## config.mk

```make
export PLATFORM = sky130hd
export DESIGN_NAME = updown_counter_5bit
export DESIGN_NICKNAME = d
export VERILOG_FILES = /design/src/rtl/updown_counter_5bit.sv
export SDC_FILE = /design/constraint.sdc
export NUM_CORES = 1
export LEC_CHECK = 0
export BUFFER_PORTS_ARGS = -buffer_cell sky130_fd_sc_hd__buf_4
export CORE_MARGIN = 2
export CORE_UTILIZATION = 40
export DETAILED_ROUTE_END_ITERATION = 10
export PLACE_DENSITY = 0.72
export RECOVER_POWER = 25
export SETUP_SLACK_MARGIN = 0.05
export SYNTH_ARGS = -nofsm -noshare
export SYNTH_HDL_FRONTEND = slang
export SYNTH_SLANG_ARGS = --single-unit
```

## constraint.sdc

```tcl
create_clock -name clk -period 4 [get_ports clk]
set_input_delay 0.2 -clock clk [delete_from_list [all_inputs] [get_ports clk]]
set_output_delay 0.2 -clock clk [all_outputs]
set_load 0.05 [all_outputs]
```

## src/rtl/updown_counter_5bit.sv

```systemverilog
// 5-bit up/down counter over the range [0, limit] with synchronous clamped load,
// a combinational terminal-count flag and a registered wrap pulse.
module updown_counter_5bit (
  input  logic       clk,
  input  logic       rst_n,
  input  logic       en,
  input  logic       mode,
  input  logic       load,
  input  logic [4:0] din,
  input  logic [4:0] limit,
  output logic [4:0] cnt,
  output logic       tc,
  output logic       wrap
);

  logic [4:0] step_operand;
  logic [4:0] step_val;
  logic       at_term;
  logic [4:0] load_val;
  logic [4:0] wrap_val;
  logic [4:0] cnt_nxt;
  logic       wrap_nxt;

  // Shared add/sub datapath: mode inverts the constant and supplies the carry-in.
  assign step_operand = 5'd1 ^ {5{mode}};
  assign step_val     = cnt + step_operand + {4'd0, mode};

  assign at_term  = mode ? (cnt == 5'd0) : (cnt >= limit);
  assign tc       = en & ~load & at_term;
  assign load_val = (din <= limit) ? din : limit;
  assign wrap_val = mode ? limit : 5'd0;

  always_comb begin
    cnt_nxt  = cnt;
    wrap_nxt = 1'b0;
    if (load) begin
      cnt_nxt = load_val;
    end else if (en) begin
      if (at_term) begin
        cnt_nxt  = wrap_val;
        wrap_nxt = 1'b1;
      end else begin
        cnt_nxt = step_val;
      end
    end
  end

  always_ff @(posedge clk or negedge rst_n) begin
    if (!rst_n) begin
      cnt  <= 5'd0;
      wrap <= 1'b0;
    end else begin
      cnt  <= cnt_nxt;
      wrap <= wrap_nxt;
    end
  end

endmodule

```

* Word level (Yosys, flattened, before mapping)
Cells that the tools add are included.
** Word-level totals
- Word-level logic and storage cells :: 21
- Bits in read-only memories :: 0
- Output and inout bits :: 7
- RAM bits :: 0
- Memories :: 0
- Latch bits :: 0
- Flip-flop bits (word level) :: 6
** Operators by class
- Divide/modulo/power cells :: 0
- Bitwise logic cells :: 4
- Equality and inequality tests :: 0
- Multiplexer cells :: 9
- $add $sub $neg :: 2
- Reductions and logical operators :: 2
- Shift-type cells :: 0
- $mul :: 0
- Order comparisons :: 2
** Operators with widths (number)
- 2-to-1 mux 5 bit :: 5
- adder 5 x 1 -> 5 bit :: 1
- adder 5 bit :: 1
- >= comparator 5 bit :: 1
- <= comparator 5 bit :: 1
- logical NOT 5 bit :: 1
- 2-to-1 mux 1 bit :: 4
- bitwise AND 1 bit :: 2
- inverter 1 bit :: 2
- nonzero test 2 bit :: 1

* Depth between registers and ports, before layout
- Word-level depth :: 6
- Depth in mapped cells :: 8
- Depth with buffers taken out :: 8

* Worst setup path after synthesis
Ideal clock, no wire load.
- Path kind :: reg-to-output
- Start :: register cnt[0]
- End :: output port tc
- Required time :: 3.800 ns
- Arrival :: 2.752 ns
- Path slack :: 1.048 ns
- Buffers on the path :: 0
- Stages on the path, launching flop included :: 8
- Path through :: dfrtp_1 -> inv_1 -> ha_1 -> nand2b_1 -> a31oi_1 -> o21ai_1 -> a21oi_2 -> nor3b_1
** On the way
- Cells in the longest elaborated chain, start to end :: 3
** RTL lines
- start, declared :: RTL line 11 : output logic [4:0] cnt,
- start signal, assigned :: RTL line 53 : cnt <= cnt_nxt;
- >= comparator 5 bit or logical NOT 5 bit (tied branches) :: RTL line 28 : assign at_term = mode ? (cnt == 5'd0) : (cnt >= limit);
- 2-to-1 mux 1 bit (*) :: RTL line 28
- bitwise AND 1 bit (*) :: RTL line 29 : assign tc = en & ~load & at_term;
- end, declared :: RTL line 12 : output logic tc,
Mark *: on every way between the ends. The rest lies on a longest branch, timed or not.

* Worst setup path after layout
Ends and elaborated chain as after synthesis.

==> metrics.txt <==
status=completed; commonest non-fill, non-tap cell in the layout=buf_4; Starting Density=43.1%; share of cells above drive strength 1=24.4%; Post-Route WL=2220 um; Area growth syn-to-layout=24.3%; largest net degree at the start of global routing=19; final hold violation count=0; pre-CTS setup slack=1.91 ns; Worst Setup SP=cnt[0]$_DFFE_PN0P_; global-route wire length before repair=3660 um; sequential share of the synthesized area=17.6%; Clock Latency Late Sink=0.26 ns; dpl hpwl=1700 um; die width=50.2 um; largest family of logic cells by synthesized area=compound AO/OA/AOI/OAI gates; Yosys top cell area share=22.0%; Worst-Margin Slew=0.434 ns; Hold Path Stages=3; Power per Cell Area=378 nW/um2; Chip Height=50.2 um; Site Rows=16; WS Path Type=flip-flop to primary output; post-synth top area cell=ha_1; Port Buffers=21; initial drt markers=20; HP Class=input pin to flip-flop; Vias/cell=5.87; most frequent cells in the layout=20 x buf_4, 15 x ha_1, 14 x nand2_1; core area=1980 um2; post-synthesis compound-gate area fraction=27.5%; Most used DFF post-synth=dfrtp_1; maximum VDD drop=0.137 mV; # IOs=22; area of the mapped netlist=855 um2; Critical Path End Type=primary output; crit-path max FO=7; synth top area cells=ha_1 22%, dfrtp_1 18%, nand2_1 6.1%; yosys warns=0; # Max-Cap Violations=0; ANT nets after route=0; CTS Buffer Depth=2; required time of the worst setup path=3.80 ns; Rel. slew slack=70.9%; fin nets=156; GRT Overall Usage=18.9%; cts bufs inserted=3; RD Place Congestion=0.776; multiplexer area fraction after synthesis=0%; r2r setup slk=1.91 ns; Critical Path Source Type=flip-flop; max-slew violations=0; Critical Path AT=2.18 ns; Buf/Inv on CP=2; CP max-delay cell=dfrtp_1; overall via count from detail_route=880; Routed WL per cell=14.8 um; post-synthesis cell type count=34; fmax=421 MHz; worst-path cell chain=inv_1 > ha_1 > nand2b_1 > a31oi_1 > o21ai_1 > a21oi_2 > nor3b_1 > buf_4; drt pass-1 iters=4; Synth Area per Inst=8.46 um2; crit path time final=2.38 ns; diode count=0; TritonCTS clock tree=done; clock skew=0.00377 ns; Root Driver=clkbuf_4; RSZ-0062 raised after global routing=false; Async SR Flop Fraction=100%; Synth Instances=101; Post-CTS Setup Bufs=0; P_leak=0.524 nW; Mapped Nets=132; Fin Setup TNS=0 ns; Stages on worst setup path=8; cell count of the worst reg-to-reg path=8; CP Capture Point=tc; setup violators final=0; reg2reg start=cnt[0]$_DFFE_PN0P_; number of flops mapped to enable cells by yosys=0; clk sinks=6; RR Endpoint=cnt[3]$_DFFE_PN0P_; initial antenna violation count=0; Die Area=2520 um2; Final period util=59.4%; Post-Synth Simple-Gate Area=19.5%; Synth Area in XOR/XNOR=4.10%; Crit path max-delay family=compound AO/OA/AOI/OAI gates; Remaining DRCs=0; adder-cell share of the synthesized area=24.3%; vias in the first global route=801; slowest stage delay, CP=0.53 ns; clk slew on worst S/H paths=0.05 ns; H-tree Lvls=1; Yosys reg bits=6; Final WS setup=1.62 ns; Remaining Overflow, GRT=0
## how the worst min path moves through the flow
stage                       from            endpoint
after global placement     rst_n      wrap$_DFF_PN0_
final                     din[2]  cnt[2]$_DFFE_PN0P_
after detailed placement   rst_n  cnt[3]$_DFFE_PN0P_
after floorplan            rst_n  cnt[0]$_DFFE_PN0P_
after CTS                 din[2]  cnt[2]$_DFFE_PN0P_
after global routing      din[0]  cnt[0]$_DFFE_PN0P_
## tightest hold or removal path, stage by stage
cell      delay (ns)
buf_4           0.09
nand3_1         0.07
o221ai_1        0.07
## repair_timing
| action | 4_1_cts | 5_1_grt |
|---|---|---|
| resized for setup | 0 | 0 |
| hold buffers | 1 | 0 |
| endpoints found under the setup margin | 0 | 0 |
| hold endpoints to repair | 6 | 0 |
## registers in the layout, summed over array words and instances (netlist names)
name / cells
cnt: 5
wrap: 1
## metrics by stage
stage                     std cells  util [%]  total power, W  hold slack, ns  instance area [um2]
after floorplan                 101         -        0.000266         -0.0956                  855
after global placement          146      52.1        0.000337          0.0120                 1030
after detailed placement        146      52.1        0.000339          0.0149                 1030
after CTS                       150      53.8        0.000399           0.217                 1070
after global routing            150      53.6        0.000429           0.240                 1060
final                           150      53.6        0.000401           0.205                 1060
## power breakdown
group          internal (W)  switching [W]
Sequential        0.0000732      0.0000250
Combinational     0.0000989       0.000145
Clock             0.0000341      0.0000249
Total              0.000206       0.000195
## synthesized netlist by cell type, types with 2 or more instances
| cell type | number |
|---|---|
| nor2_1 | 5 |
| a22o_1 | 2 |
| a21oi_1 | 6 |
| nand2_1 | 14 |
| o21ai_1 | 2 |
| inv_1 | 8 |
| xor2_1 | 3 |
| o221ai_1 | 5 |
| nand3_1 | 5 |
| dfrtp_1 | 6 |
| a22oi_1 | 2 |
| o21bai_1 | 2 |
| a21o_1 | 2 |
| nor3b_1 | 3 |
| o31ai_1 | 2 |
| o31ai_2 | 2 |
| ha_1 | 15 |
## routing by layer
metal  track usage [%]  share of wire [%]  vias to the layer above
li1                  -                  -                      421
met3             0.893                5.9                        7
met5                 0                  0                        -
met4              6.94                2.2                        0
met1              25.0                 45                      406
met2              32.2                 47                       46
## area by class of cell
class	instances	area, um2
Clock buffer	3	22.5
Fill cell	192	920
Inverter	9	47.5
Multi-Input combinational cell	83	644
Sequential cell	6	150
Tap cell	27	33.8
Timing Repair Buffer	22	164
## cell families after synthesis
family,after synthesis
adders and majority gates,16
buffers and inverters,12
and+or+nand+nor,32
xor gates and xnor gates,4
DFF,6
AOI/OAI and AO/OA,31
Note: power is estimated with default switching activity, not from simulation.
